<file path="config.mk">
export PLATFORM = sky130hd
export DESIGN_NAME = param_usr
export DESIGN_NICKNAME = d
export VERILOG_FILES = /design/src/rtl/param_usr.sv
export SDC_FILE = /design/constraint.sdc
export NUM_CORES = 1
export LEC_CHECK = 0
export CAP_MARGIN = 20
export CORE_UTILIZATION = 35
export CTS_CLUSTER_SIZE = 12
export DETAILED_ROUTE_END_ITERATION = 8
export PLACE_DENSITY_LB_ADDON = 0.05
export SYNTH_ARGS = -nofsm -noshare
export SYNTH_HDL_FRONTEND = slang
export SYNTH_SLANG_ARGS = --single-unit
</file>
<file path="constraint.sdc">
create_clock -name clk -period 1.6 [get_ports clk]
set_input_delay 0.4 -clock clk [delete_from_list [all_inputs] [get_ports clk]]
set_output_delay 0.4 -clock clk [all_outputs]
set_load 0.1 [all_outputs]
</file>
<file path="src/rtl/param_usr.sv">
// param_usr: universal shift register with single-cycle ops and a counted shift burst.
// Ports: clk, reset (async active-low); en/mode/din/sinl/sinr drive single ops in IDLE;
// start/nshift launch a burst of the selected shift mode; q with soutl/soutr taps;
// busy during burst and done, done for the single cycle after the last shift.
module param_usr #(
  parameter int WIDTH = 8,
  parameter int CNTW  = 4
) (
  input  logic             clk,
  input  logic             reset,
  input  logic             en,
  input  logic [2:0]       mode,
  input  logic [WIDTH-1:0] din,
  input  logic             sinl,
  input  logic             sinr,
  input  logic             start,
  input  logic [CNTW-1:0]  nshift,
  output logic [WIDTH-1:0] q,
  output logic             soutl,
  output logic             soutr,
  output logic             busy,
  output logic             done
);
  localparam logic [1:0] IDLE  = 2'b00;
  localparam logic [1:0] BURST = 2'b01;
  localparam logic [1:0] DONE  = 2'b10;
  localparam logic [CNTW-1:0] WMAX = CNTW'(WIDTH);
  logic [1:0]       state;
  logic [2:0]       lmode;
  logic [CNTW-1:0]  cnt;
  logic [2:0]       op;
  logic [WIDTH-1:0] nxt;
  logic             is_shift;
  logic [CNTW-1:0]  cnt_init;
  assign soutl = q[WIDTH-1];
  assign soutr = q[0];
  assign busy  = state != IDLE;
  assign done  = state == DONE;
  assign is_shift = mode inside {3'b001, 3'b010, 3'b100, 3'b101, 3'b110};
  assign cnt_init = nshift > WMAX ? WMAX : nshift;
  // During a burst the latched mode drives the datapath; in IDLE the live mode does.
  assign op = state == BURST ? lmode : mode;
  always_comb begin
    nxt = q;
    case (op)
      3'b000:  nxt = din;
      3'b001:  nxt = {q[WIDTH-2:0], sinl};
      3'b010:  nxt = {sinr, q[WIDTH-1:1]};
      3'b100:  nxt = {q[WIDTH-2:0], q[WIDTH-1]};
      3'b101:  nxt = {q[0], q[WIDTH-1:1]};
      3'b110:  nxt = {q[WIDTH-1], q[WIDTH-1:1]};
      default: nxt = q;
    endcase
  end
  always_ff @(posedge clk or negedge reset) begin
    if (!reset) begin
      state <= IDLE;
      lmode <= 3'b011;
      cnt   <= '0;
      q     <= '0;
    end else begin
      case (state)
        IDLE: begin
          if (start && is_shift) begin
            lmode <= mode;
            cnt   <= cnt_init;
            state <= cnt_init != '0 ? BURST : DONE;
          end else if (en) begin
            q <= nxt;
          end
        end
        BURST: begin
          q   <= nxt;
          cnt <= cnt - 1'b1;
          if (cnt == CNTW'(1)) state <= DONE;
        end
        default: state <= IDLE;
      endcase
    end
  end
endmodule

</file>
==> After elaboration in Yosys (flattened, before gate mapping) <==
Index checks and enable logic that the tools add are counted.
{ "op_classes": {"reduce_logical": 11, "n_eq_ne": 17, "bitwise": 0, "n_lt_le_gt_ge": 1, "shifts": 0, "n_mul": 0, "mux": 12, "n_div": 0, "add_sub_neg": 1} }
{ "ops": {"columns": ["operator", "n"], "rows": [
  ["8-bit case mux with 6 select lines", 1],
  ["3-bit == test, second input constant", 6],
  ["8-bit two-way mux", 2],
  ["8-bit case mux with 2 select lines", 1],
  ["4-bit two-way mux", 2],
  ["4-bit case mux with 2 select lines", 1],
  ["3-bit by 1-bit == test with 1-bit output, second input constant", 2],
  ["3-bit by 2-bit == test with 1-bit output, second input constant", 2],
  ["2-bit two-way mux", 3],
  ["2-bit != test, second input constant", 3],
  ["2-bit AND reduction", 3],
  ["5-bit nonzero test", 1],
  ["4-bit by 1-bit == test with 1-bit output, second input constant", 1],
  ["4-bit greater-than comparator, second input constant", 1],
  ["2-bit case mux with 2 select lines", 1],
  ["2-bit nonzero test", 2],
  ["4-bit nonzero test", 1],
  ["4-bit by 1-bit subtractor with 4-bit output, second input constant", 1],
  ["3-bit logical NOT", 1],
  ["3-bit two-way mux", 1],
  ["3-bit AND reduction", 1],
  ["2-bit by 1-bit == test with 1-bit output, second input constant", 1],
  ["2-bit == test, second input constant", 1],
  ["2-bit logical NOT", 1],
  ["other kinds (2)", 2]
]} }
{ "totals": {"mem_bits_ro": 0, "output_inout_bits": 12, "ram_bits": 0, "latch_bits": 0, "ff_bits": 17, "word_cells": 46, "in_bits": 21, "mem_count": 0} }

==> Depth between registers and ports, before layout <==
{ "logic_depth": {"word_depth": 7, "ltp_mapped": 7, "ltp_nobuf": 5} }

==> Worst setup path before layout <==
No wires, ideal clock.
{ "synth_timing": {"path_kind": "register to output", "start": "register state[1]", "end": "output done", "arrival_time_ps": 1824, "setup_slack_ps": -624, "required_ps": 1200, "n_path_buf": 0, "stages_incl_launch_ff": 2, "cell_sequence": "dfrtp_1 -> nor2b_1"} }
{ "synth_via": {"elab_chain_len": 1} }
{ "synth_rtl": {"columns": ["element", "line_no", "text"], "rows": [
  ["start, declared", "28", "logic [1:0] state;"],
  ["start signal, assigned", "67", "state <= cnt_init != '0 ? BURST : DONE;"],
  ["2-bit == test", "38", "assign done = state == DONE;"],
  ["end, declared", "22", "output logic done"]
]} }
No other way between the ends.

==> Worst setup path after layout <==
{ "layout_timing": {"start": "register state[1]", "end": "register q[3]"} }
{ "layout_via": {"elab_chain_len": 7, "word_cells_on_any_way": 17, "classes_between": "8 x eq/ne; 5 x mux; 4 x reduce/logical"} }
{ "layout_rtl": {"columns": ["element", "line_no", "text"], "rows": [
  ["2-bit by 1-bit == test with 1-bit output", "42, 62", null],
  ["3-bit two-way mux", "42", "assign op = state == BURST ? lmode : mode;"],
  ["3-bit == test (tied with other cells)", "45", "case (op)"],
  ["8-bit case mux with 6 select lines", "45", null],
  ["8-bit two-way mux", "68", "end else if (en) begin"],
  ["8-bit two-way mux", "64", "if (start && is_shift) begin"],
  ["8-bit case mux with 2 select lines", "62", "case (state)"],
  ["end signal, assigned", "69", "q <= nxt;"],
  ["end signal, assigned", "73", "q <= nxt;"],
  ["end, declared", "18", "output logic [WIDTH-1:0] q,"]
]} }
Several ways; a longest one is shown, not always the timed one. The select of a mux whose other input is x is not followed.
A chain may end at the register's enable or synchronous reset.

==> metrics <==
ranking of synthesized cells by area dfrtp_1 29%, o22ai_1 4.9%, dfstp_2 4.1%; DR iter-0 viols 74; Tmin final roughly 1.7 ns; total gr overflow 0; Synth top area share 29.2%; syn avg cell area 9.89 um^2; DR WL/cell about 16 um; Synth area leader dfrtp_1; met1 wire length 1.53 mm; Max Cap Viol 0; Top Ports 33; #FFs+latches synth 17; final hold vios 0; drt drc 0; Crit. End Element flip-flop; most numerous cell in the Yosys netlist dfrtp_1; Starting Density 37.7%; Net Count, Synth 153; share of cells above drive strength 1 between 50 and 60%; chip height 62.6 um; status complete, but fails checks; synth warn 0; Fill cells roughly 280; vias in the first global route approximately 1300; Post-DP HPWL 2.57 mm; initial antenna violation count 0; Multi-input gate area 955 um^2; hold_buf cts 0; Post-Route WL around 3.7 mm; WS Path Type flip-flop to flip-flop; Max Fclk 0.573 GHz; largest net degree at the start of global routing 18; CP max stage delay 0.44 ns; CTS HTree Levels 1; CP bufs+invs 1; Post-Syn Area between 1000 and 1500 um^2; Core ar. 3420 um^2; first-pass GRT wire length 5.89 mm; WP data required 1.84 ns; setup ws final -0.145 ns; met3 WL ~150 um; sequential-to-total area share from yosys stat about a third; Slew @ Worst Pin between 0.3 and 0.4 ns; Clock Skews 0.0114 ns; die area around 3900 um^2; max layer used met4; area growth from synthesis to layout 69.3%; Port Buffers 32; DRT Pass-1 Iters 4; number of flops mapped to enable cells by yosys 0; slowest CP cell dfrtp_2; Critical Path Source Type flip-flop; Critical Path AT 1.99 ns; Fin Hold WS 0.422 ns; commonest cells in the netlist 15 x dfrtp_1, 11 x nor2_1, 10 x a21oi_1, 10 x o22ai_1, 5 x nand2_1; Vias 1278; RSZ-0062 raised after global routing yes; Rel. slew slack 76.8%; insertion delay to the later sink of the worst-skew pair 0.30 ns; Die W approximately 63 um; Final Max Slew Viols 0; Final GP Congestion 0.881; ys async rst share 100%; n_diodes 0; met2 wire len around 2.0 mm; clk slew on worst S/H paths ~0.11 ns; failing checks negative setup slack; CTS tree yes; worst hold path class input pin to asynchronous set/reset pin; antenna viol nets, final 0; Post-Syn Instances 130; Nets 211; Setup violations, final 12; final period utilization 109%; CP Cell Sequence and2b_4 > mux2i_4 > buf_6 > o22ai_2 > a221oi_2 > a21o_1; Post-synth top flop dfrtp_1; Storage cell area 433 um^2; synth unique cells 51; CTS Buffer Depth 2; CP delay by family, top compound AO/OA/AOI/OAI gates; root buf cell clkbuf_4; cts bufs inserted 3; vias per std cell ~5.5; GRT Total Usage 18.7%; # rows 21; clock net sink count 17; crit path max fanout 5
-- layout make-up --
cell class / count / area share (%)
tap: 46 / 2.64
clock buffer: 3 / 1.03
timing repair buffer: 63 / 31.7
clock inverter: 1 / 0.230
sequential: 17 / 19.9
multi-input combinational: 99 / 43.9
inverter: 4 / 0.690
-- per-layer routing --
layer / GRT usage (%) / up-vias
met3: 4.56 / 2
met2: 33.0 / 34
met4: 3.78 / 0
li1: - / 614
met1: 22.9 / 628
met5: 0 / -
-- registers in the layout (all words and copies together) (netlist names) --
name,flops
cnt,4
lmode,3
q,8
state,2
-- layout by cell type, fill, tap and decap left out, types with 2 or more instances in the layout --
cell type and instances:
buf_2 2, o31ai_2 4, a21oi_1 8, mux2i_4 2, a21oi_2 2, xor2_1 2, and3b_1 2, dfrtp_2 4
or3_1 2, nor2_1 8, nor2_2 2, o22ai_1 5, dfrtp_1 11, a211oi_2 2, buf_4 24, clkdlybuf4s50_1 17
o21a_1 2, a21o_2 2, mux2i_2 2, a221oi_2 3, dfstp_2 2, buf_12 12, o22ai_4 2, nand3b_1 4
o22ai_2 3, mux2_4 5, clkbuf_4 3, nand2_1 5, ha_1 2, buf_6 7, inv_1 3
-- logic make-up after synthesis --
logic type               share of synthesized area, %
flip-flops                                       33.3
adder cells (fa/ha/maj)                          1.95
AND/OR/NAND/NOR                                  19.1
buffers and inverters                            8.75
AO/OA/AOI/OAI                                    27.5
XOR/XNOR                                         1.36
multiplexers                                     8.07
-- repair_timing --
action,CTS,global route
setup buffers,8,0
pin swaps,12,10
endpoints found under the setup margin,17,17
gates resized for setup,40,17
-- worst paths after layout --
kind,slack [ns],start,depth (start not counted),endpoint
setup / recovery,-0.14,state[1],6,q[3]
hold / removal,0.42,reset,2,q[7]
setup reg to reg,-0.14,state[1],6,q[3]
hold reg to reg,0.55,cnt[3],2,cnt[3]
max in group asynchronous,0.90,reset,2,lmode[0]
min in group clk,0.53,mode[2],3,lmode[2]
-- through the flow --
step	std cells	setup WS, ns	instance area, um^2	util [%]	TNS, ns
2_1_floorplan	130	-0.109	1310	-	-0.964
3_3_place_gp	222	-0.541	1880	55.2	-7.64
3_5_place_dp	222	-0.614	1880	55.2	-8.09
4_1_cts	234	-0.132	2110	61.8	-1.02
5_1_grt	233	-0.188	2180	63.7	-1.64
6_report	233	-0.145	2180	63.7	-1.16
-- worst reg2reg max path, delay by kind of cell, from the launching register on --
kind,cells,cell delay (ns)
compound gates,3,0.47
mux,1,0.30
flops,1,0.44
simple gates,1,0.33
buf+inv,1,0.15
Power is left out: the tool's default activity adds up to more than one toggle a clock period on the data nets, which glitch-free logic cannot reach.
